[src/rtl/multi_btn_detector.sv]
// N-channel push-button conditioner: 2-FF sync, shift-register debounce with hysteresis,
// registered edge pulses, long-press detection and hold-to-repeat, sharing one sample-tick prescaler.
module multi_btn_detector #(
    parameter int unsigned N_BTN        = 4,
    parameter int unsigned CLK_DIV      = 100_000,
    parameter int unsigned DEB_DEPTH    = 8,
    parameter int unsigned LONG_TICKS   = 1000,
    parameter int unsigned REPEAT_TICKS = 100
) (
    input  logic             clk,
    input  logic             reset,
    input  logic [N_BTN-1:0] btn,
    output logic [N_BTN-1:0] level,
    output logic [N_BTN-1:0] rising_edge,
    output logic [N_BTN-1:0] falling_edge,
    output logic [N_BTN-1:0] both_edge,
    output logic [N_BTN-1:0] long_press,
    output logic [N_BTN-1:0] repeat_pulse
);

    localparam int unsigned DIV_W  = (CLK_DIV > 2) ? $clog2(CLK_DIV) : 1;
    localparam int unsigned HOLD_W = ($clog2(LONG_TICKS + 1) > 1) ? $clog2(LONG_TICKS + 1) : 1;
    localparam int unsigned REP_W  = ($clog2(REPEAT_TICKS + 1) > 1) ? $clog2(REPEAT_TICKS + 1) : 1;

    localparam logic [DIV_W-1:0]  DIV_LAST  = DIV_W'(CLK_DIV - 1);
    localparam logic [HOLD_W-1:0] HOLD_LAST = HOLD_W'(LONG_TICKS - 1);
    localparam logic [HOLD_W-1:0] HOLD_MAX  = HOLD_W'(LONG_TICKS);
    localparam logic [REP_W-1:0]  REP_LAST  = REP_W'((REPEAT_TICKS > 0) ? REPEAT_TICKS - 1 : 0);
    localparam bit                REP_EN    = (REPEAT_TICKS != 0);

    typedef enum logic [1:0] {
        ST_IDLE,
        ST_HOLD,
        ST_REPEAT
    } hold_state_t;

    logic [DIV_W-1:0] div_cnt;
    logic             tick;
    logic [N_BTN-1:0] sync1;
    logic [N_BTN-1:0] sync2;

    // Shared prescaler; tick is a one-clk strobe the cycle after the count wraps
    always_ff @(posedge clk or posedge reset) begin
        if (reset) begin
            div_cnt <= '0;
            tick    <= 1'b0;
        end else begin
            tick <= (div_cnt == DIV_LAST);
            if (div_cnt == DIV_LAST) begin
                div_cnt <= '0;
            end else begin
                div_cnt <= div_cnt + 1'b1;
            end
        end
    end

    always_ff @(posedge clk or posedge reset) begin
        if (reset) begin
            sync1 <= '0;
            sync2 <= '0;
        end else begin
            sync1 <= btn;
            sync2 <= sync1;
        end
    end

    for (genvar g = 0; g < N_BTN; g++) begin : g_ch
        logic [DEB_DEPTH-1:0] shreg;
        logic                 all_one_c;
        logic                 all_zero_c;
        logic                 rise_c;
        logic                 fall_c;
        logic                 level_q;
        logic                 rise_q;
        logic                 fall_q;
        logic                 both_q;
        logic                 long_q;
        logic                 rep_q;
        hold_state_t          state;
        logic [HOLD_W-1:0]    hold_cnt;
        logic [REP_W-1:0]     rep_cnt;

        // Newest sample enters at the MSB
        always_ff @(posedge clk or posedge reset) begin
            if (reset) begin
                shreg <= '0;
            end else if (tick) begin
                shreg <= {sync2[g], shreg[DEB_DEPTH-1:1]};
            end
        end

        assign all_one_c  = &shreg;
        assign all_zero_c = ~|shreg;
        assign rise_c     = all_one_c & ~level_q;
        assign fall_c     = all_zero_c & level_q;

        // Hysteresis: a mixed register holds the previous level
        always_ff @(posedge clk or posedge reset) begin
            if (reset) begin
                level_q <= 1'b0;
                rise_q  <= 1'b0;
                fall_q  <= 1'b0;
                both_q  <= 1'b0;
            end else begin
                if (rise_c) begin
                    level_q <= 1'b1;
                end else if (fall_c) begin
                    level_q <= 1'b0;
                end
                rise_q <= rise_c;
                fall_q <= fall_c;
                both_q <= rise_c | fall_c;
            end
        end

        // Hold/repeat FSM; a falling level overrides everything and suppresses pulses
        always_ff @(posedge clk or posedge reset) begin
            if (reset) begin
                state    <= ST_IDLE;
                hold_cnt <= '0;
                rep_cnt  <= '0;
                long_q   <= 1'b0;
                rep_q    <= 1'b0;
            end else begin
                long_q <= 1'b0;
                rep_q  <= 1'b0;
                if (fall_c) begin
                    state    <= ST_IDLE;
                    hold_cnt <= '0;
                    rep_cnt  <= '0;
                end else begin
                    case (state)
                        ST_IDLE: begin
                            if (rise_c) begin
                                state    <= ST_HOLD;
                                hold_cnt <= '0;
                                rep_cnt  <= '0;
                            end
                        end
                        ST_HOLD: begin
                            if (tick && level_q) begin
                                if (hold_cnt == HOLD_LAST) begin
                                    hold_cnt <= HOLD_MAX;
                                    long_q   <= 1'b1;
                                    if (REP_EN) begin
                                        state   <= ST_REPEAT;
                                        rep_cnt <= '0;
                                    end
                                end else if (hold_cnt != HOLD_MAX) begin
                                    hold_cnt <= hold_cnt + 1'b1;
                                end
                            end
                        end
                        ST_REPEAT: begin
                            if (tick) begin
                                if (rep_cnt == REP_LAST) begin
                                    rep_cnt <= '0;
                                    rep_q   <= 1'b1;
                                end else begin
                                    rep_cnt <= rep_cnt + 1'b1;
                                end
                            end
                        end
                        default: begin
                            state    <= ST_IDLE;
                            hold_cnt <= '0;
                            rep_cnt  <= '0;
                        end
                    endcase
                end
            end
        end

        assign level[g]        = level_q;
        assign rising_edge[g]  = rise_q;
        assign falling_edge[g] = fall_q;
        assign both_edge[g]    = both_q;
        assign long_press[g]   = long_q;
        assign repeat_pulse[g] = rep_q;
    end

endmodule

[config.mk]
export PLATFORM = sky130hd
export DESIGN_NAME = multi_btn_detector
export DESIGN_NICKNAME = d
export VERILOG_FILES = /design/src/rtl/multi_btn_detector.sv
export SDC_FILE = /design/constraint.sdc
export NUM_CORES = 1
export LEC_CHECK = 0
export CAP_MARGIN = 20
export CORE_ASPECT_RATIO = 1.2
export CORE_UTILIZATION = 45
export CTS_CLUSTER_DIAMETER = 100
export DETAILED_ROUTE_END_ITERATION = 10
export GPL_TIMING_DRIVEN = 0
export HOLD_SLACK_MARGIN = 0.15
export SLEW_MARGIN = 20
export SYNTH_ARGS = -nofsm -noshare
export SYNTH_HDL_FRONTEND = slang
export SYNTH_SLANG_ARGS = --single-unit
[constraint.sdc]
create_clock -name clk -period 7.4 [get_ports clk]
set_input_delay 0.74 -clock clk [delete_from_list [all_inputs] [get_ports clk]]
set_output_delay 0.74 -clock clk [all_outputs]
set_load 0.02 [all_outputs]
Word-level counts from Yosys, hierarchy flattened
Index checks and enable logic that the tools add are counted.
- add/subtract/negate cells: 9
- eq/ne operators: 45
- muxes and demuxes: 113
- bitwise gates (word level): 16
- reductions and logical operators: 36
- operators by type and width (kind ; number):
    10-bit 2-to-1 mux ; 20
    7-bit 2-to-1 mux ; 24
    10-bit one-hot mux with 3 select lines ; 4
    7-bit one-hot mux with 3 select lines ; 4
    3-bit != test, second input constant ; 16
    4-bit AND reduction ; 12
    10-bit by 1-bit adder with 10-bit output, second input constant ; 4
    10-bit equality test, second input constant ; 4
    1-bit 2-to-1 mux ; 40
    10-bit != test, second input constant ; 4
    2-bit 2-to-1 mux ; 16
    8-bit AND reduction ; 4
    8-bit OR reduction ; 4
    7-bit by 1-bit adder with 7-bit output, second input constant ; 4
    7-bit equality test, second input constant ; 4
    2-bit one-hot mux with 3 select lines ; 4
    17-bit by 1-bit adder with 17-bit output, second input constant ; 1
    17-bit equality test, second input constant ; 1
    17-bit 2-to-1 mux ; 1
    4-bit != test, second input constant ; 4
    1-bit bitwise AND ; 8
    2-bit by 1-bit equality test with 1-bit output, second input constant ; 4
    2-bit equality test, second input constant ; 4
    2-bit zero test ; 4
    6 further kinds ; 24
- bits in registers: 158
- input bits: 6
- output and inout bits: 24
- logic and storage cells: 263

Longest topological paths before layout
- depth after elaboration: 6
- gate-level depth with buffers: 8
- depth with buffers taken out: 7

Worst setup path before layout
No wires, ideal clock.
- path kind: register to register
- start: reg g_ch[3].shreg[3]
- end: reg g_ch[3].hold_cnt[5]
- library setup time: 0.145 ns
- data arrival time: 1.915 ns
- data required time: 7.255 ns
- slack: 5.340 ns
- cell stages (with the launch flop): 8
- path buffers: 2
- clock period less this slack: 2.060 ns
- path through: dfrtp_1 > or4_4 > or3_4 > buf_6 > and4_4 > buf_6 > o21ai_2 > o41ai_2
- word-level cells in the longest chain between the ends: 5
- ends and longest elaborated chain (what ; RTL line ; text):
    start: declaration ; 68 ; logic [DEB_DEPTH-1:0] shreg;
    start signal: assignment ; 88 ; shreg <= {sync2[g], shreg[DEB_DEPTH-1:1]};
    8-bit OR reduction ; 93 ; assign all_zero_c = ~|shreg;
    1-bit zero test ; 93 ;
    1-bit bitwise AND ; 95 ; assign fall_c = all_zero_c & level_q;
    4-bit != test (no source line) (tied with other cells) ; n/a ;
    4-bit AND reduction (no source line) ; n/a ;
    end signal: assignment ; 150 ; hold_cnt <= hold_cnt + 1'b1;
    end: declaration ; 80 ; logic [HOLD_W-1:0] hold_cnt;
Several ways; a longest one is shown, not always the timed one.
A chain may end at the register's enable or synchronous reset.

Worst setup path after layout
- start: reg tick
- end: reg g_ch[3].rep_cnt[5]
- word-level cells in the longest chain between the ends: 3
- ends and longest elaborated chain (what ; RTL line ; text):
    start: declaration ; 38 ; logic tick;
    start signal: assignment ; 48 ; tick <= (div_cnt == DIV_LAST);
    1-bit logical AND ; 141 ; if (tick && level_q) begin
    3-bit != test (no source line) ; n/a ;
    4-bit AND reduction (no source line) * ; n/a ;
    end signal: assignment ; 160 ; rep_cnt <= rep_cnt + 1'b1;
    end: declaration ; 81 ; logic [REP_W-1:0] rep_cnt;
Mark *: on every way between the ends. The rest lies on a longest branch, timed or not.

==> impl_metrics.csv <==
group,metric,value,unit
synth,ys.flop_type,"dfrtp_1",
power_and_ir_drop,ir_drop,0.0001644,V
synth,muxShareOfSynthArea,0.04646,
timing,setup_ws,4941,ps
placement,hpwl,10.96,mm
grt,grt_util_all_layers,0.1916,
grt,antenna_found_initial,0,
synth,yosysSeqAreaShare,0.4960,
floorplan,rows,52,
floorplan,fp.dieH,147.8,um
floorplan,ios,30,
worst_hold_path,hold_class,"register to register",
synth,yosys_register_bits,158,
clock_tree,cts-hold-fix-buffers,0,
placement,placed_cells,1050,
routing,wire_per_inst,14.72,um
grt,grt_first_pass_wirelength,27.95,mm
synth,synth-edff-count,0,
timing,finalHoldViolations,0,
floorplan,die-area,0.01825,mm^2
clock_tree,cts_sinks,158,
timing,rsz0062_at_grt,"no",
worst_setup_path,end_kind,"register",
worst_setup_path,crit_arrival,2770,ps
routing,drcViolationCount,0,
timing,skew,8.429,ps
clock_tree,ctsHtreeMaxLevel,4,
cells_and_area,num-nets-final,872,
power_and_ir_drop,leakage,3.986,nW
grt,grt_pass1_vias,6113,
synth,syn_area_per_cell,9.915,um^2
grt,grt_max_degree,106,
floorplan,die_x,123.5,um
timing,maxSlewViolCount,0,
synth,synth_cell_types,71,
routing,first_iter_violations,361,
cells_and_area,antenna_cells,0,
clock_tree,cts_tree,"yes",
timing,tightest_slew,849.5,ps
grt,gr-total-overflow,0,
floorplan,core-area,0.01711,mm^2
run,maxCapViolations,0,
clock_tree,clk_latency,430,ps
timing,finalSetupViolations,0,
synth,synth_top_family_by_area,"simple AND/OR/NAND/NOR gates",
clock_tree,clock-root-buffer,"clkbuf_16",
timing,finalCritPeriodShare,0.3323,
synth,synthesis.nets,823,
routing,routed_via_density,5.726,
timing,hold-worst-slack,346.6,ps
timing,max_freq,406.6,MHz
timing,fin_tns_setup,0,ps
clock_tree,cts_setup_buffers,0,
routing,wl,15.91,mm
timing,period_needed,2459,ps
timing,slew_headroom,0.4322,
worst_setup_path,crit_required,7710,ps
synth,synth_area,0.007971,mm^2
clock_tree,clk_pin_slew,60,ps
clock_tree,cts_resized,0,
cells_and_area,drive_gt1_frac,0.1422,
clock_tree,cts_buffer_depth,2,
cells_and_area,area_growth,14.74,%
synth,yosysWarnings,0,
power_and_ir_drop,powerDensity,191.7,mW/mm^2
synth,syn_inst,804,
placement,place_congestion,0.8266,
synth,synthXorXnorAreaFrac,0.01318,
worst_setup_path,path_class,"register to register",
synth,synthAdderAreaFrac,0.02040,
placement,numPortBuffers,29,
synth,async_reset_ff_frac,1.000,
routing,ant_nets,0,
clock_tree,numCtsBuffers,17,
floorplan,initial_core_util,0.4659,
worst_setup_path,cp_max_fo,10,
routing,vias,6190,
routing,drtPass1Iterations,5,
placement,dp_slack,4911,ps
status,outcome,"finished clean",
worst_setup_path,r2r_setup_slack,4940,ps
worst_setup_path,cp-start-kind,"register",
synth,synth-simple-area-share,0.2417,
power_and_ir_drop,power,1.753,mW
synth,synth_compound_area_frac,0.1278,
cells_and_area,finalNonFillerCells,1081,
## placed cells by master, fill, tap and decap left out, drive strengths merged, types with 8 or more instances in the layout
master           n
mux2            32
or2             12
o21ai           57
nor3            24
buf             34
o41ai            9
clkdlybuf4s50   29
clkbuf          32
nor4            13
or3             12
nand2           61
a31oi           17
a21oi           14
o31ai           14
nand2b          19
ha              13
or4              8
nand3b           9
inv             36
dfrtp          158
and3            16
nor2            61
nor2b           12
nand4           17
nand3           64
## state kept, by name, indices dropped and copies added (netlist names), 4 cells and up
register and flops:
sync2 4, g_ch.rep_q 4, g_ch.rep_cnt 28, g_ch.level_q 4
g_ch.state 8, g_ch.both_q 4, sync1 4, div_cnt 17
g_ch.fall_q 4, g_ch.shreg 32, g_ch.hold_cnt 40, g_ch.long_q 4
g_ch.rise_q 4
## kinds of logic after synthesis
family,after synthesis
buffers and inverters,81
muxes,33
AOI/OAI and AO/OA,153
DFF,158
xor gates and xnor gates,12
adders and majority gates,13
and+or+nand+nor,354
## critical path: stages (launching register included)
cell	delay, ps
dfrtp_1	490
buf_2	340
nand2_1	100
nor4_1	620
o22ai_1	360
a22o_1	320
o2bb2ai_1	110
## final timing paths
| check | from | endpoint | cells after the start |
|---|---|---|---|
| min in group asynchronous | reset | g_ch[0].rep_cnt[4]$_DFFE_PP0P_ | 2 |
| setup / recovery | tick$_DFF_PP0_ | g_ch[3].rep_cnt[5]$_DFFE_PP0P_ | 6 |
| setup reg to reg | tick$_DFF_PP0_ | g_ch[3].rep_cnt[5]$_DFFE_PP0P_ | 6 |
| max in group asynchronous | reset | g_ch[2].shreg[3]$_DFFE_PP0P_ | 3 |
| hold reg to reg | sync1[2]$_DFF_PP0_ | sync2[2]$_DFF_PP0_ | 0 |
| hold / removal | sync1[2]$_DFF_PP0_ | sync2[2]$_DFF_PP0_ | 0 |
## metrics by stage
step / cell area, um^2 / util
after global routing: 9146 / 0.5345
after global placement: 8532 / 0.4986
final: 9146 / 0.5345
after floorplan: 7971 / -
after detailed placement: 8567 / 0.5007
after CTS: 9146 / 0.5345
## cells in the mapped netlist (5+ instances only)
master,instances,area (um^2)
nor4_1,13,81.33
ha_1,13,162.7
nor2b_1,12,75.07
dfrtp_1,158,3954
o21ai_1,18,90.09
o21ai_0,38,190.2
or2_2,12,75.07
nand3b_1,9,67.56
o31ai_1,12,90.09
and3_1,15,93.84
nand4_1,16,100.1
o22ai_1,7,43.79
clkbuf_1,12,45.04
a21oi_1,14,70.07
nor2_1,61,229.0
mux2_2,32,360.4
nand3_1,64,320.3
o22a_1,6,52.55
nand4b_1,5,43.79
or4_1,6,45.04
xnor2_1,7,61.31
a31oi_1,16,100.1
inv_1,34,127.6
or3_1,10,62.56
o41ai_1,8,70.07
xor2_1,5,43.79
nand4bb_1,5,56.30
nand2_1,61,229.0
buf_6,5,56.30
buf_4,24,180.2
nand2b_1,19,118.9
nor3_1,24,120.1
## where the power goes
group	total [mW]	internal (mW)	leakage [nW]	switching (mW)
clock network	0.866	0.527	0.280	0.339
registers	0.867	0.866	2.18	0.000542
logic	0.0206	0.00404	1.53	0.0165
total	1.75	1.40	3.99	0.356
## final cells by class
cell class,instances,area (um^2)
Buffer,45,299.0
Clock buffer,20,436.7
Clock inverter,11,142.6
Fill cell,1527,7965
Inverter,36,142.6
Multi-Input combinational cell,565,3583
Sequential cell,158,3954
Tap cell,216,270.3
Timing Repair Buffer,30,317.8
## layer usage
metal / part of all wire / GRT usage / wire, um
met3: 0.027 / 0.03935 / 425
met1: 0.45 / 0.2382 / 7208
met2: 0.50 / 0.3229 / 8000
met5: 0 / 0 / 0
met4: 0.018 / 0.07590 / 279
Note: power is estimated with default switching activity, not from simulation.
